$ cat src/rtl/flash_reader.sv
// -----------------------------------------------------------------------------
// flash_reader
//   SPI mode-0 reader for the boot flash. It sends a READ command (0x03) and a
//   24-bit address, then streams the requested number of bytes MSB-first to a
//   valid/ready consumer. While the consumer stalls, the SPI clock stays low.
//
// Ports
//   clk         system clock
//   rst         asynchronous, active-high reset
//   start       one-cycle transfer request, sampled only while busy=0
//   address     flash byte address, captured on an accepted start
//   byte_count  number of bytes to read, captured on an accepted start
//   data_out    received byte, stable while data_valid=1
//   data_valid  data_out holds a byte the consumer has not yet taken
//   data_ready  consumer accepts data_out when data_valid&data_ready
//   busy        high from the cycle after an accepted start through done
//   done        one-cycle pulse when the transfer has fully completed
//   flash_clk   SPI clock, idle low
//   flash_miso  SPI data from the flash
//   flash_mosi  SPI data to the flash
//   flash_cs_n  SPI chip select, active low
// -----------------------------------------------------------------------------
module flash_reader #(
   parameter int ClkHalfPeriodCycles = 1,
   parameter int CsHighCycles        = 2,
   parameter int ByteCountBitWidth   = 24
) (
   input  logic                         clk,
   input  logic                         rst,
   input  logic                         start,
   input  logic [23:0]                  address,
   input  logic [ByteCountBitWidth-1:0] byte_count,
   output logic [7:0]                   data_out,
   output logic                         data_valid,
   input  logic                         data_ready,
   output logic                         busy,
   output logic                         done,
   output logic                         flash_clk,
   input  logic                         flash_miso,
   output logic                         flash_mosi,
   output logic                         flash_cs_n
);

   localparam logic [7:0] ReadCmd = 8'h03;

   localparam int PhaseW = (ClkHalfPeriodCycles > 1) ? $clog2(ClkHalfPeriodCycles) : 1;
   localparam int HoldW  = (CsHighCycles > 1) ? $clog2(CsHighCycles) : 1;

   localparam logic [PhaseW-1:0] PhaseLast = PhaseW'(ClkHalfPeriodCycles - 1);
   localparam logic [HoldW-1:0]  HoldLast  = HoldW'(CsHighCycles - 1);

   typedef enum logic [2:0] {
      IDLE,
      SHIFT_OUT,
      SHIFT_IN,
      WAIT_READY,
      CS_HOLD
   } state_t;

   state_t                       state;
   logic [PhaseW-1:0]            phase_cnt;
   logic [4:0]                   bit_cnt;
   logic [31:0]                  shift_reg;
   logic [6:0]                   rx_reg;
   logic [ByteCountBitWidth-1:0] remaining;
   logic [HoldW-1:0]             hold_cnt;

   logic phase_end;
   assign phase_end = (phase_cnt == PhaseLast);

   // NOTE: every register here, outputs included, is assigned with <= so all
   // of them update together on the edge; the async reset clears them at once,
   // which is what aborts a transfer without a done pulse.
   always_ff @(posedge clk or posedge rst) begin
      if (rst) begin
         state      <= IDLE;
         phase_cnt  <= '0;
         bit_cnt    <= '0;
         shift_reg  <= '0;
         rx_reg     <= '0;
         remaining  <= '0;
         hold_cnt   <= '0;
         data_out   <= '0;
         data_valid <= 1'b0;
         busy       <= 1'b0;
         done       <= 1'b0;
         flash_clk  <= 1'b0;
         flash_mosi <= 1'b0;
         flash_cs_n <= 1'b1;
      end else begin
         case (state)
            IDLE: begin
               done <= 1'b0;
               if (busy) begin
                  // Only a zero-length request leaves busy set in IDLE:
                  // finish it here without touching the SPI pins.
                  busy <= 1'b0;
                  done <= 1'b1;
               end else if (start) begin
                  busy <= 1'b1;
                  if (byte_count != '0) begin
                     shift_reg  <= {ReadCmd, address};
                     flash_mosi <= ReadCmd[7];
                     flash_cs_n <= 1'b0;
                     flash_clk  <= 1'b0;
                     remaining  <= byte_count;
                     phase_cnt  <= '0;
                     bit_cnt    <= '0;
                     state      <= SHIFT_OUT;
                  end
               end
            end

            SHIFT_OUT, SHIFT_IN: begin
               if (!phase_end) begin
                  phase_cnt <= phase_cnt + 1'b1;
               end else begin
                  phase_cnt <= '0;
                  if (!flash_clk) begin
                     flash_clk <= 1'b1;
                  end else begin
                     // End of the high phase: the falling edge is where mosi
                     // advances and miso is sampled.
                     flash_clk <= 1'b0;
                     bit_cnt   <= bit_cnt + 5'd1;
                     if (state == SHIFT_OUT) begin
                        shift_reg  <= {shift_reg[30:0], 1'b0};
                        flash_mosi <= shift_reg[30];
                        if (bit_cnt == 5'd31) begin
                           flash_mosi <= 1'b0;
                           bit_cnt    <= '0;
                           state      <= SHIFT_IN;
                        end
                     end else begin
                        rx_reg <= {rx_reg[5:0], flash_miso};
                        if (bit_cnt == 5'd7) begin
                           data_out   <= {rx_reg, flash_miso};
                           data_valid <= 1'b1;
                           remaining  <= remaining - 1'b1;
                           bit_cnt    <= '0;
                           state      <= WAIT_READY;
                        end
                     end
                  end
               end
            end

            WAIT_READY: begin
               // data_valid is always set here, so data_ready alone completes
               // the handshake; it can never land in the cycle valid rises.
               if (data_ready) begin
                  data_valid <= 1'b0;
                  if (remaining != '0) begin
                     phase_cnt <= '0;
                     state     <= SHIFT_IN;
                  end else begin
                     flash_cs_n <= 1'b1;
                     hold_cnt   <= '0;
                     done       <= (CsHighCycles == 1);
                     state      <= CS_HOLD;
                  end
               end
            end

            CS_HOLD: begin
               if (hold_cnt == HoldLast) begin
                  busy  <= 1'b0;
                  done  <= 1'b0;
                  state <= IDLE;
               end else begin
                  hold_cnt <= hold_cnt + 1'b1;
                  done     <= (hold_cnt == HoldLast - 1'b1);
               end
            end

            default: state <= IDLE;
         endcase
      end
   end

endmodule

$ cat config.mk
export PLATFORM = sky130hd
export DESIGN_NAME = flash_reader
export DESIGN_NICKNAME = d
export VERILOG_FILES = /design/src/rtl/flash_reader.sv
export SDC_FILE = /design/constraint.sdc
export NUM_CORES = 1
export LEC_CHECK = 0
export CORE_ASPECT_RATIO = 1.5
export CORE_UTILIZATION = 55
export DETAILED_ROUTE_END_ITERATION = 8
export PLACE_DENSITY_LB_ADDON = 0.12
export SETUP_SLACK_MARGIN = 0.15
export SLEW_MARGIN = 25
export SYNTH_ARGS = -nofsm -noshare
export SYNTH_HDL_FRONTEND = slang
export SYNTH_SLANG_ARGS = --single-unit
$ cat constraint.sdc
create_clock -name clk -period 3.2 [get_ports clk]
set_input_delay 0.8 -clock clk [delete_from_list [all_inputs] [get_ports clk]]
set_output_delay 0.8 -clock clk [all_outputs]
set_load 0.01 [all_outputs]
==> results.json <==
{
  "synthTopCellsByArea": "dfrtp_1, nand2_1, mux2_2",
  "arrival_ns": 3.13,
  "drt_iter0_drc": 305,
  "r2r_cells": 7,
  "multi_input_area_um2": 2340,
  "design.core.area_um2": 8110,
  "htree_levels": 3,
  "path_class": "in -> reg",
  "grt_pass1_vias": 4134,
  "ioPinCount": 67,
  "ys_seq_area_share_pct": 45.6,
  "post_cts_resized": 0,
  "route.detailed.wl_per_inst_um": 16.2,
  "clk_latency_ns": 0.34,
  "hold_ws_ns": 0.472,
  "layout_common_cells": "nand2_1, dfrtp_1, clkdlybuf4s50_1",
  "min-delay-path-class": "reg -> reg",
  "worst_setup_path_start_kind": "input port",
  "relSlewSlack_pct": 55.0,
  "cts_buffers": 9,
  "fp.dieW_um": 77.2,
  "cp-end-kind": "register",
  "synth-edff-count": 0,
  "ir_drop_v": 0.000449,
  "grt_pass1_wl_um": 19100,
  "fin_nets": 635,
  "worstMarginPinSlew_ns": 0.669,
  "clkSinkCount": 85,
  "power_per_cell_area_nw_per_um2": 880,
  "final_common_cell": "nand2_1",
  "dpl.hpwl_um": 7620,
  "viasPerCell": 5.91,
  "yosysWarningCount": 0,
  "antenna_cells": 0,
  "synthesis.nets": 576,
  "maxSlewViolCount": 0,
  "ctsHoldBuffers": 0,
  "start_util_pct": 57.6,
  "routed_wirelength_um": 11100,
  "final_util_pct": 71.1,
  "seqCellArea_um2": 2130,
  "power_mw": 5.07,
  "grt_overflow": 0,
  "syn_area_um2": 4670,
  "final.setup_skew_ns": 0.00824,
  "yosys.cell_types.count": 63,
  "port_buffers": 66,
  "cts_tree": "yes",
  "cp.required_ns": 3.42,
  "synth_top_area_share_pct": 45.0,
  "cp_max_fo": 32,
  "reg2reg_slack_ns": 0.84,
  "gp_congestion": 0.913,
  "drc": 0,
  "clkTransAtPathRegs_ns": 0.06,
  "drive_gt1_share_pct": 13.6,
  "grt_max_degree": 40,
  "ys_seq_elements": 85,
  "worstReg2RegStart": "bit_cnt[0]",
  "finalCriticalPeriod_ns": 2.91,
  "setup_viol": 0,
  "cts_root_buffer": "clkbuf_16",
  "p_leak_nw": 2.53,
  "status": "finished clean",
  "synth_cells": 519,
  "maxCapViolCount": 0,
  "area_growth_pct": 23.4,
  "vias": 4069,
  "clk_path_buf_depth": 2,
  "num_rows": 40,
  "ys.flop_type": "dfrtp_1",
  "fillers": 639,
  "postSynth.asyncResetShare_pct": 100,
  "hold_viol_final": 0,
  "grt_usage_pct": 27.1,
  "grt_antenna_before_repair": 0,
  "setup.worst_path.end": "shift_reg[12]",
  "clock.fmax_mhz": 343,
  "die_h_um": 115,
  "largest_reg_flops": 31,
  "avgSynthCellArea_um2": 9.00,
  "period_share_pct": 91.0,
  "drtAntennaViolNets": 0,
  "dr.pass1.iters": 5,
  "synth_area_leader_cell": "dfrtp_1",
  "rsz0062_at_grt": "no",
  "die_area_um2": 8870,
  "crit_start": "byte_count[22]",
  "post_cts_buffers": 0,
  "timing.rr.end": "remaining[8]"
}
-- layout make-up --
type                            instances  share of cell area [%]
Multi-Input combinational cell        380                    40.5
Sequential cell                        85                    36.9
Clock inverter                          3                   0.347
Timing Repair Buffer                   80                    13.9
Inverter                               22                    1.45
Clock buffer                           13                    4.52
Tap cell                              105                    2.28
-- metal layers --
metal,track usage [%],vias to the layer above,part of all wire (%)
li1,-,1965,-
met1,32.2,1966,42
met2,47.0,115,51
met3,4.68,23,4.4
met4,13.7,0,2.6
met5,0,-,0
-- Yosys cell counts (all sizes together) (9+ instances only) --
cell / instances
nor4: 18
a21oi: 27
o22a: 13
nand3: 9
nand2: 128
clkbuf: 24
nor2: 28
mux2i: 9
mux2: 32
dfrtp: 84
inv: 22
o21ai: 10
nor3: 15
-- worst max-delay path, stage by stage --
cell and delay [ns]:
clkdlybuf4s50_1 0.44, nor4_1 0.55, nand4_1 0.28, o21bai_1 0.24, o31a_1 0.22, buf_12 0.22, mux2_2 0.36
-- through the flow --
stage / setup slack [ns] / instances / TNS (ns) / area, um^2
2_1_floorplan: 0.208 / 519 / 0 / 4670
3_3_place_gp: -0.0241 / 672 / -0.529 / 5480
5_1_grt: 0.256 / 688 / 0 / 5760
6_report: 0.288 / 688 / 0 / 5760
4_1_cts: 0.289 / 688 / 0 / 5760
3_5_place_dp: -0.0719 / 672 / -1.52 / 5480
-- kinds of logic (layout without fill, tap and decap cells) --
family / count (synthesis) / in the layout / share of synthesized area, %
AO/OA/AOI/OAI: 103 / 103 / 15.6
buffers and inverters: 54 / 118 / 4.69
AND/OR/NAND/NOR: 231 / 231 / 23.2
adder cells (fa/ha/maj): 4 / 4 / 1.07
flip-flops: 85 / 85 / 45.6
multiplexers: 41 / 41 / 9.64
XOR/XNOR: 1 / 1 / 0.188
-- worst min-delay path by stage --
stage / from / to / cells after the start
final: flash_cs_n / flash_cs_n / 2
after global routing: data_out[4] / data_out[4] / 2
after CTS: flash_cs_n / flash_cs_n / 2
after detailed placement: flash_cs_n / flash_cs_n / 2
after global placement: flash_cs_n / flash_cs_n / 2
after floorplan: rx_reg[6] / data_out[7] / 2
-- report_power, final --
part           switching, mW  internal, mW  total [mW]  leakage [nW]
sequential             0.401          1.53        1.93          1.03
clock                  0.413         0.568       0.980         0.132
combinational           1.18         0.978        2.16          1.36
total                   1.99          3.08        5.07          2.53
(Power assumes the default switching activity.)
